File: config.mk
export PLATFORM = sky130hd
export DESIGN_NAME = display_bcd_seq_flat
export DESIGN_NICKNAME = d
export VERILOG_FILES = /design/src/rtl/display_pkg.sv /design/src/rtl/display_bcd_seq_if.sv /design/src/rtl/bcd_to_seg7.sv /design/src/rtl/display_bcd_seq.sv /design/src/flat_wrapper.sv
export SDC_FILE = /design/constraint.sdc
export NUM_CORES = 1
export LEC_CHECK = 0
export ABC_AREA = 0
export CELL_PAD_IN_SITES_DETAIL_PLACEMENT = 0
export CELL_PAD_IN_SITES_GLOBAL_PLACEMENT = 1
export CORE_MARGIN = 10
export CORE_UTILIZATION = 44
export CTS_BUF_LIST = sky130_fd_sc_hd__clkbuf_2
export CTS_CLUSTER_DIAMETER = 60
export DETAILED_ROUTE_END_ITERATION = 6
export PLACE_DENSITY = 0.82
export SLEW_MARGIN = 40
export SYNTH_ARGS = -nofsm -noshare
export SYNTH_HDL_FRONTEND = slang
export SYNTH_SLANG_ARGS = --single-unit
File: constraint.sdc
create_clock -name clock -period 4.61 [get_ports clock]
set_clock_uncertainty 0.2 [all_clocks]
set_input_delay 0.922 -clock clock [delete_from_list [all_inputs] [get_ports clock]]
set_output_delay 0.922 -clock clock [all_outputs]
set_load 0.01 [all_outputs]
File: src/rtl/display_pkg.sv
// Shared constants for the display path: active-high segment patterns ({g,f,e,d,c,b,a})
// and the conversion state type.
package display_pkg;

    localparam logic [6:0] SEG_0     = 7'h3F;
    localparam logic [6:0] SEG_1     = 7'h06;
    localparam logic [6:0] SEG_2     = 7'h5B;
    localparam logic [6:0] SEG_3     = 7'h4F;
    localparam logic [6:0] SEG_4     = 7'h66;
    localparam logic [6:0] SEG_5     = 7'h6D;
    localparam logic [6:0] SEG_6     = 7'h7D;
    localparam logic [6:0] SEG_7     = 7'h07;
    localparam logic [6:0] SEG_8     = 7'h7F;
    localparam logic [6:0] SEG_9     = 7'h6F;
    localparam logic [6:0] SEG_BLANK = 7'h00;
    localparam logic [6:0] SEG_MINUS = 7'h40;
    localparam logic [6:0] SEG_E     = 7'h79;

    typedef enum logic [1:0] {
        IDLE,
        SHIFT,
        ENCODE
    } state_t;

endpackage

File: src/rtl/display_bcd_seq_if.sv
// Load/result bus of the display driver: the master side launches conversions,
// the slave side reports busy/done and the registered BCD/segment results.
interface display_bcd_seq_if #(
    parameter int DATA_W = 16,
    parameter int DIGITS = 5
);
    logic                  load;
    logic [DATA_W-1:0]     binary;
    logic                  busy;
    logic                  done;
    logic [4*DIGITS-1:0]   bcd;
    logic [7*DIGITS-1:0]   seg;
    logic                  overflow;

    modport master (output load, binary, input busy, done, bcd, seg, overflow);
    modport slave  (input load, binary, output busy, done, bcd, seg, overflow);
endinterface

File: src/rtl/bcd_to_seg7.sv
// One BCD digit to an active-high 7-segment pattern; blank flag or values 10..15 give all-off.
module bcd_to_seg7
    import display_pkg::*;
(
    input  logic [3:0] digit,
    input  logic       blank,
    output logic [6:0] seg
);
    always_comb begin
        seg = SEG_BLANK;
        if (!blank) begin
            case (digit)
                4'd0:    seg = SEG_0;
                4'd1:    seg = SEG_1;
                4'd2:    seg = SEG_2;
                4'd3:    seg = SEG_3;
                4'd4:    seg = SEG_4;
                4'd5:    seg = SEG_5;
                4'd6:    seg = SEG_6;
                4'd7:    seg = SEG_7;
                4'd8:    seg = SEG_8;
                4'd9:    seg = SEG_9;
                default: seg = SEG_BLANK;
            endcase
        end
    end
endmodule

File: src/rtl/display_bcd_seq.sv
// Sequential double-dabble binary to 7-segment driver, one input bit per clock.
// Define DISPLAY_SIGNED_EN to treat binary as two's complement and show a leading minus sign.
//   state  | meaning
//   IDLE   | waiting for load; results held
//   SHIFT  | one dabble+shift step per clock, MSB first
//   ENCODE | register bcd/seg/overflow, pulse done next cycle
module display_bcd_seq
    import display_pkg::*;
#(
    parameter int DATA_W         = 16,
    parameter int DIGITS         = 5,
    parameter int SEG_ACTIVE_LOW = 1,
    parameter int BLANK_LZ       = 1
) (
    input logic              clock,
    input logic              reset,
    display_bcd_seq_if.slave bus
);
    localparam int CW = $clog2(DATA_W + 1);
    localparam int BW = 4 * DIGITS;
    localparam int SW = 7 * DIGITS;
    localparam logic [SW-1:0] SEG_RST = (SEG_ACTIVE_LOW != 0) ? {SW{1'b1}} : {SW{1'b0}};

    state_t            state_q, state_d;
    logic [DATA_W-1:0] sh_q, sh_d;
    logic [BW-1:0]     acc_q, acc_d, adj;
    logic [CW-1:0]     cnt_q, cnt_d;
    logic              ovf_acc_q, ovf_acc_d;
    logic [BW-1:0]     bcd_q, bcd_d, enc_bcd;
    logic [SW-1:0]     seg_q, seg_d, enc_seg;
    logic              ovf_q, ovf_d, enc_ovf;
    logic              done_q, done_d;
    logic [DIGITS-1:0] blank;
    logic [6:0]        dec_seg [DIGITS];
    logic [6:0]        seg_pat;
    int                top_nz;
`ifdef DISPLAY_SIGNED_EN
    logic              neg_q, neg_d;
    int                minus_pos;
`endif

    for (genvar g = 0; g < DIGITS; g++) begin : g_dec
        bcd_to_seg7 u_dec (.digit(acc_q[4*g +: 4]), .blank(blank[g]), .seg(dec_seg[g]));
    end

    always_comb begin
        enc_ovf = ovf_acc_q;
        top_nz  = 0;
        for (int k = 0; k < DIGITS; k++) begin
            if (acc_q[4*k +: 4] != 4'd0) top_nz = k;
        end
`ifdef DISPLAY_SIGNED_EN
        // top digit is reserved for the sign, so any magnitude there is out of range
        if (acc_q[BW-1 -: 4] != 4'd0) enc_ovf = 1'b1;
        minus_pos = (BLANK_LZ != 0) ? top_nz + 1 : DIGITS - 1;
`endif
        for (int k = 0; k < DIGITS; k++) begin
            blank[k] = enc_ovf || ((BLANK_LZ != 0) && (k > top_nz));
        end
`ifdef DISPLAY_SIGNED_EN
        blank[DIGITS-1] = 1'b1;
`endif
    end

    always_comb begin
        seg_pat = SEG_BLANK;
        enc_bcd = enc_ovf ? '0 : acc_q;
        enc_seg = '0;
        for (int k = 0; k < DIGITS; k++) begin
            seg_pat = dec_seg[k];
            if (enc_ovf) seg_pat = (k == 0) ? SEG_E : SEG_BLANK;
`ifdef DISPLAY_SIGNED_EN
            else if (neg_q && (k == minus_pos)) seg_pat = SEG_MINUS;
`endif
            enc_seg[7*k +: 7] = (SEG_ACTIVE_LOW != 0) ? ~seg_pat : seg_pat;
        end
    end

    always_comb begin
        adj = acc_q;
        for (int k = 0; k < DIGITS; k++) begin
            if (acc_q[4*k +: 4] >= 4'd5) adj[4*k +: 4] = acc_q[4*k +: 4] + 4'd3;
        end
    end

    always_comb begin
        state_d   = state_q;
        sh_d      = sh_q;
        acc_d     = acc_q;
        cnt_d     = cnt_q;
        ovf_acc_d = ovf_acc_q;
        bcd_d     = bcd_q;
        seg_d     = seg_q;
        ovf_d     = ovf_q;
        done_d    = 1'b0;
`ifdef DISPLAY_SIGNED_EN
        neg_d     = neg_q;
`endif
        case (state_q)
            IDLE: begin
                // done_q still high means this is the done cycle, where load is refused
                if (bus.load && !done_q) begin
                    sh_d      = bus.binary;
`ifdef DISPLAY_SIGNED_EN
                    neg_d     = bus.binary[DATA_W-1];
                    if (bus.binary[DATA_W-1]) sh_d = -bus.binary;
`endif
                    acc_d     = '0;
                    cnt_d     = '0;
                    ovf_acc_d = 1'b0;
                    state_d   = SHIFT;
                end
            end
            SHIFT: begin
                acc_d = {adj[BW-2:0], sh_q[DATA_W-1]};
                sh_d  = {sh_q[DATA_W-2:0], 1'b0};
                cnt_d = cnt_q + 1'b1;
                if (adj[BW-1]) ovf_acc_d = 1'b1;
                if (cnt_q == CW'(DATA_W - 1)) state_d = ENCODE;
            end
            ENCODE: begin
                bcd_d   = enc_bcd;
                seg_d   = enc_seg;
                ovf_d   = enc_ovf;
                done_d  = 1'b1;
                state_d = IDLE;
            end
            default: state_d = IDLE;
        endcase
    end

    always_ff @(posedge clock or posedge reset) begin
        if (reset) begin
            state_q   <= IDLE;
            sh_q      <= '0;
            acc_q     <= '0;
            cnt_q     <= '0;
            ovf_acc_q <= 1'b0;
            bcd_q     <= '0;
            seg_q     <= SEG_RST;
            ovf_q     <= 1'b0;
            done_q    <= 1'b0;
`ifdef DISPLAY_SIGNED_EN
            neg_q     <= 1'b0;
`endif
        end else begin
            state_q   <= state_d;
            sh_q      <= sh_d;
            acc_q     <= acc_d;
            cnt_q     <= cnt_d;
            ovf_acc_q <= ovf_acc_d;
            bcd_q     <= bcd_d;
            seg_q     <= seg_d;
            ovf_q     <= ovf_d;
            done_q    <= done_d;
`ifdef DISPLAY_SIGNED_EN
            neg_q     <= neg_d;
`endif
        end
    end

    assign bus.busy     = (state_q != IDLE) || done_q;
    assign bus.done     = done_q;
    assign bus.bcd      = bcd_q;
    assign bus.seg      = seg_q;
    assign bus.overflow = ovf_q;

endmodule

File: src/flat_wrapper.sv
// flat-port wrapper written by rule: the top's interface ports become plain ports
module display_bcd_seq_flat import display_pkg::*;
#(
    parameter int DATA_W         = 16,
    parameter int DIGITS         = 5,
    parameter int SEG_ACTIVE_LOW = 1,
    parameter int BLANK_LZ       = 1
)
  (clock, reset, bus_load, bus_binary, bus_busy, bus_done, bus_bcd, bus_seg, bus_overflow);
  display_bcd_seq_if #(.DATA_W(DATA_W), .DIGITS(DIGITS)) bus_i ();
  input logic clock;
  input logic reset;
  input wire logic [$bits(bus_i.load)-1:0] bus_load;
  input wire logic [$bits(bus_i.binary)-1:0] bus_binary;
  output wire logic [$bits(bus_i.busy)-1:0] bus_busy;
  output wire logic [$bits(bus_i.done)-1:0] bus_done;
  output wire logic [$bits(bus_i.bcd)-1:0] bus_bcd;
  output wire logic [$bits(bus_i.seg)-1:0] bus_seg;
  output wire logic [$bits(bus_i.overflow)-1:0] bus_overflow;
  assign bus_i.load = bus_load;
  assign bus_i.binary = bus_binary;
  assign bus_busy = bus_i.busy;
  assign bus_done = bus_i.done;
  assign bus_bcd = bus_i.bcd;
  assign bus_seg = bus_i.seg;
  assign bus_overflow = bus_i.overflow;
  display_bcd_seq #(.DATA_W(DATA_W), .DIGITS(DIGITS), .SEG_ACTIVE_LOW(SEG_ACTIVE_LOW), .BLANK_LZ(BLANK_LZ)) u_core (.clock(clock), .reset(reset), .bus(bus_i));
endmodule
Word level (Yosys, flattened, before mapping)
Memory sizes are Yosys's and may differ from the RTL's.
Index checks and enable logic that the tools add are counted.
- flip-flop bits (word level): 101
- latch bits: 0
- bits in writable memories: 0
- bits in read-only memories: 560
- bits of input ports: 19
- output and inout port bits: 58
- word-level logic and storage cells: 92
- memories: 5
- memory list (name ; depth ; bits a word ; read ports ; clocked after Yosys merged registers in ; wr ports ; line ; text):
    (no name shown) ; 16 ; 7 ; 1 ; 0 ; 0 ; bcd_to_seg7.sv:12 ; case (digit)
    (no name shown) ; 16 ; 7 ; 1 ; 0 ; 0 ; bcd_to_seg7.sv:12 ;
    (no name shown) ; 16 ; 7 ; 1 ; 0 ; 0 ; bcd_to_seg7.sv:12 ;
    (no name shown) ; 16 ; 7 ; 1 ; 0 ; 0 ; bcd_to_seg7.sv:12 ;
    (no name shown) ; 16 ; 7 ; 1 ; 0 ; 0 ; bcd_to_seg7.sv:12 ;
- add/sub/neg operators: 6
- multipliers: 0
- div/mod/pow operators: 0
- order comparisons: 10
- eq/ne operators: 6
- shift-type cells: 0
- mux-type cells: 33
- bitwise gates (word level): 5
- reduce and logical (&&, ||, !) cells: 18
- operator list (cell ; number):
    $mux 32 ; 3
    $mux 7 ; 10
    $gt 3x32->1 const A ; 2
    $mux 20 ; 2
    $pmux 20 s2 ; 1
    $not 7->7 ; 5
    $gt 1x32->1 const A ; 1
    $gt 2x32->1 const A ; 1
    $gt 4x32->1 const A ; 1
    $pmux 16 s2 ; 1
    $add 4x2->4 const B ; 5
    $ge 4x3->1 const B ; 5
    $mux 4 ; 5
    $mux 16 ; 1
    $reduce_bool 4->1 ; 4
    $pmux 5 s2 ; 1
    $logic_or 1x1->1 ; 6
    $ne 2x1->1 const B ; 3
    $add 5x1->5 const B ; 1
    $eq 5x4->1 const B ; 1
    $mux 5 ; 1
    $mux 1 ; 4
    $mux 2 ; 2
    $pmux 2 s2 ; 1
    other kinds (9) ; 11

Longest topological paths before layout
- word-level depth: 10
- depth in mapped cells: 6
- depth with buffers taken out: 6

Cells and area by module
Synthesis repeated with hierarchy kept, for this count alone.
- cells, all modules: 581
- area total of the unflattened synthesis: 5556.6 sq um
- modules (own cells, without submodules) (module ; instances ; cells an instance ; area each (sq um) ; seq. area each (sq um)):
    display_bcd_seq ; 1 ; 426 ; 4403.0 ; 2571.2
    bcd_to_seg7 (u_core.g_dec[0].u_dec ...) ; 4 ; 31 ; 230.2 ; 0.0
    bcd_to_seg7 (u_core.g_dec[1].u_dec) ; 1 ; 31 ; 232.7 ; 0.0

Worst setup path before layout
OpenSTA, ideal clock, no wires.
- kind: input port to flip-flop
- start: input port bus_load
- end: register u_core.sh_q[1]
- library setup time: 128 ps
- arrival: 1764 ps
- required time: 4282 ps
- slack: 2518 ps
- stages: 5
- buffers on the path: 1
- cell sequence: nor2b_2 nor3b_4 buf_4 mux2i_1 o21ai_0
- longest elaborated chain between the ends: 3
- ends and longest elaborated chain (item ; line ; text):
    start: declaration ; flat_wrapper.sv:13 ; input wire logic [$bits(bus_i.load)-1:0] bus_load;
    $logic_and 1x1->1 ; display_bcd_seq.sv:102 ; if (bus.load && !done_q) begin
    $ne 2x1->1 (no source line) ; n/a ;
    $reduce_and 2->1 (no source line) ; n/a ;
    end signal: assignment ; display_bcd_seq.sv:135 ; sh_q <= '0;
    end signal: assignment ; display_bcd_seq.sv:148 ; sh_q <= sh_d;
    end: declaration ; display_bcd_seq.sv:25 ; logic [DATA_W-1:0] sh_q, sh_d;
No other way between the ends.
A chain may end at the register's enable or synchronous reset.

Worst setup path in the final report
- start: register u_core.state_q[1]
- end: output port bus_busy
- longest elaborated chain between the ends: 2
- ends and longest elaborated chain (item ; line ; text):
    start: declaration ; display_bcd_seq.sv:24 ; state_t state_q, state_d;
    start signal: assignment ; display_bcd_seq.sv:147 ; state_q <= state_d;
    $reduce_bool 2->1 ; display_bcd_seq.sv:162 ; assign bus.busy = (state_q != IDLE) || done_q;
    $logic_or 1x1->1 ; display_bcd_seq.sv:162 ;
    end: declaration ; flat_wrapper.sv:15 ; output wire logic [$bits(bus_i.busy)-1:0] bus_busy;
No other way between the ends.

==> flow_metrics.py <==
metrics = {
    "setup_path": {
        "worst_path_largest_cell_delay_ps": 560,
        "worstPathArrival_ps": 2030,
        "path_class": "reg -> out",
        "critPathTopFamily": "flip-flops",
        "start_kind": "register",
        "crit_chain": "or3_1 > clkdlybuf4s50_1",
        "cp-end-kind": "primary output",
        "path_buf_inv": 1,
        "cp.required_ps": 3490,
        "cpMaxStageDelayCell": "dfrtp_1",
        "path_max_fanout": 7,
    },
    "drt": {
        "vias_per_cell": 5.34,
        "wl_per_cell_um": 15.9,
        "first_pass_iters": 4,
        "ant_nets": 0,
        "vias": 3954,
        "routed_wirelength_mm": 11.7,
        "drcViolationCount": 0,
        "drt_iter0_drc": 226,
    },
    "synthesis": {
        "ys_top_cells_by_area": "dfrtp_1 31%, dfstp_2 17%, ha_1 7.6%",
        "synthAdderAreaFrac_pct": 7.61,
        "ys_ff_latch": 101,
        "synth-edff-count": 0,
        "yosysMostFrequentCell": "nand2_1",
        "seq_area_frac_synth_pct": 48.9,
        "syn_inst": 532,
        "yosys.area_share.simple_pct": 13.6,
        "yosysWarnings": 0,
        "synthMuxAreaShare_pct": 4.40,
        "synth_top_family_by_area": "compound AO/OA/AOI/OAI gates",
        "synth_top_area_share_pct": 31.4,
        "ys.flop_type": "dfrtp_1",
        "synth_cell_types": 53,
        "async_flop_share_pct": 100,
        "synth_xor_area_share_pct": 1.33,
        "synthesis.area_mm2": 0.00526,
        "synth_compound_area_share_pct": 19.3,
        "synth_top_area_cell": "dfrtp_1",
        "syn_avg_cell_area_um2": 9.89,
        "synth_common_cells": "75 x nand2_1, 66 x dfrtp_1, 54 x o21ai_0",
        "syn_nets": 583,
    },
    "pwr": {
        "p_int_w": 0.00184,
        "power.switching_w": 0.00136,
        "swShare_pct": 42.6,
        "comb_power_share_pct": 43.1,
        "seq_power_share_pct": 44.8,
        "p_per_area_mw_per_mm2": 515,
        "ir_drop_mv": 0.188,
        "leakage_nw": 2.62,
        "p_clk_share_pct": 12.1,
    },
    "flow_run": {
        "maxCapViolations": 0,
    },
    "layout": {
        "fillers": 1049,
        "area_growth_pct": 18.0,
        "stdcell_area_mm2": 0.00621,
        "diodes": 0,
        "ff_latch_area_mm2": 0.00257,
        "multi_input_comb_area_mm2": 0.00244,
        "drive_above_1_share_pct": 13.2,
        "fin_nets": 643,
    },
    "timing": {
        "rsz0062_at_grt": "false",
        "layout_min_cycle_time_ps": 3150,
        "period_share_pct": 68.4,
        "relSlewSlack_pct": 46.6,
        "finalHoldViolCount": 0,
        "max_slew.worst_pin.slew_ps": 801,
        "fin_setup_tns_ps": 0,
        "setup_viol": 0,
        "postLayoutSetupSlackWorst_ps": 1460,
        "max_freq_ghz": 0.317,
        "drv_slew": 0,
    },
    "status": {
        "status": "completed",
    },
    "clock_network": {
        "clock_sinks": 101,
        "cts_tree": "done",
        "cts_buffer_depth": 2,
        "numCtsBuffers": 9,
        "path_clk_slew_ps": 270,
        "post-cts-setup-buffers": 0,
        "clk_latency_ps": 580,
        "cts-htree-levels": 3,
        "clock-root-buffer": "clkbuf_2",
        "ctsResizeCount": 0,
        "ctsHoldBuffers": 0,
    },
    "die": {
        "rows": 39,
        "fp.dieArea_mm2": 0.0167,
        "coreArea_mm2": 0.0116,
        "initial_core_util_pct": 45.5,
        "die_x_um": 129,
        "io_pins": 77,
        "die_height_um": 129,
    },
    "worst_hold_path": {
        "hp-class": "reg -> reg",
    },
    "placement": {
        "post-place-ws_ps": 1590,
        "placed_cell_area_mm2": 0.00611,
        "dp_hpwl_mm": 8.17,
        "gp_congestion": 0.812,
        "io_buffers": 76,
    },
    "global_routing": {
        "overflow": 0,
        "grt.total_usage_pct": 14.2,
        "grt_pass1_wl_mm": 19.4,
        "grt_pass1_vias": 3922,
        "grt_max_degree": 62,
        "antenna_found_initial": 0,
    },
}
## metal layers
metal	track usage, %	share of wire [%]	vias to the layer above
li1	-	-	1963
met5	0	0	-
met4	4.82	0.91	0
met1	17.7	46	1908
met2	23.5	47	77
met3	3.67	5.7	6
## worst reg2reg max path: stages (launching register included)
cell and delay [ps]:
dfrtp_1 490, inv_1 210, ha_1 230, nor4bb_2 410, and4_4 330, a31o_4 200
o22a_2 150
## cells in the final DEF (no fill, tap or decap), drive strengths merged, types with 2 or more instances in the layout
cell and instances:
xor2 2, a22o 7, o21ai 55, dfrtp 66, buf 7, o22ai 4
dfstp 35, nand3b 2, nor3 2, a21oi 38, nand3 3, nor2b 2
nor2 37, a21o 4, o31ai 18, a32o 3, a22oi 2, mux2i 22
clkdlybuf4s50 76, nand2b 14, nor3b 5, o22a 14, and2 6, ha 32
inv 23, o21bai 4, xnor2 6, clkbuf 10, nand2 75, a31oi 4
a211oi 2, clkinv 5
## through the flow
| step | utilization [%] | total power [W] | hold slack [ps] | cells |
|---|---|---|---|---|
| after floorplan | - | 0.00244 | 248 | 532 |
| after global placement | 52.7 | 0.00278 | 251 | 723 |
| after detailed placement | 52.8 | 0.00283 | 257 | 724 |
| after CTS | 53.7 | 0.00323 | 288 | 740 |
| after global routing | 53.7 | 0.00349 | 310 | 740 |
| final | 53.7 | 0.00320 | 285 | 740 |
## final timing paths
check / from / end / slack, ps / cells past startpoint
max: u_core.state_q[1] / bus_busy / 1460 / 2
min: u_core.bus.seg[0] / u_core.bus.seg[0] / 290 / 2
max reg2reg: u_core.acc_q[12] / u_core.bus.seg[9] / 2360 / 6
min reg2reg: u_core.bus.seg[0] / u_core.bus.seg[0] / 290 / 2
max in group asynchronous: reset / u_core.bus.seg[2] / 2980 / 3
min in group asynchronous: reset / u_core.bus.bcd[15] / 540 / 2
## power by group through the flow
| stage | clock network (W) | logic (W) | registers, W |
|---|---|---|---|
| floorplan | 0 | 0.00115 | 0.00129 |
| global placement | 0 | 0.00135 | 0.00143 |
| detailed placement | 0 | 0.00139 | 0.00144 |
| CTS | 0.000404 | 0.00139 | 0.00143 |
| global route | 0.000439 | 0.00156 | 0.00148 |
| finish | 0.000386 | 0.00138 | 0.00143 |
## state kept, by name, summed over array words and instances (netlist names)
signal,flops
u_core.bus.seg,35
u_core.bus.bcd,20
u_core.bus.overflow,1
u_core.state_q,2
u_core.enc_ovf,1
u_core.bus.done,1
u_core.cnt_q,5
u_core.acc_q,20
u_core.sh_q,16
## cell type report
class / count / area share, %
Clock inverter: 6 / 0.766
Tap cell: 143 / 2.88
Multi-Input combinational cell: 374 / 39.4
Timing Repair Buffer: 83 / 13.3
Clock buffer: 10 / 0.806
Inverter: 23 / 1.47
Sequential cell: 101 / 41.4
## kinds of logic (layout without fill, tap and decap cells)
logic type | count (synthesis) | count (layout)
AO/OA/AOI/OAI | 160 | 160
XOR/XNOR | 8 | 8
buffers and inverters | 57 | 122
multiplexers | 23 | 23
flip-flops | 101 | 101
AND/OR/NAND/NOR | 151 | 151
adder cells (fa/ha/maj) | 32 | 32
Power figures use the tool's default switching activity.
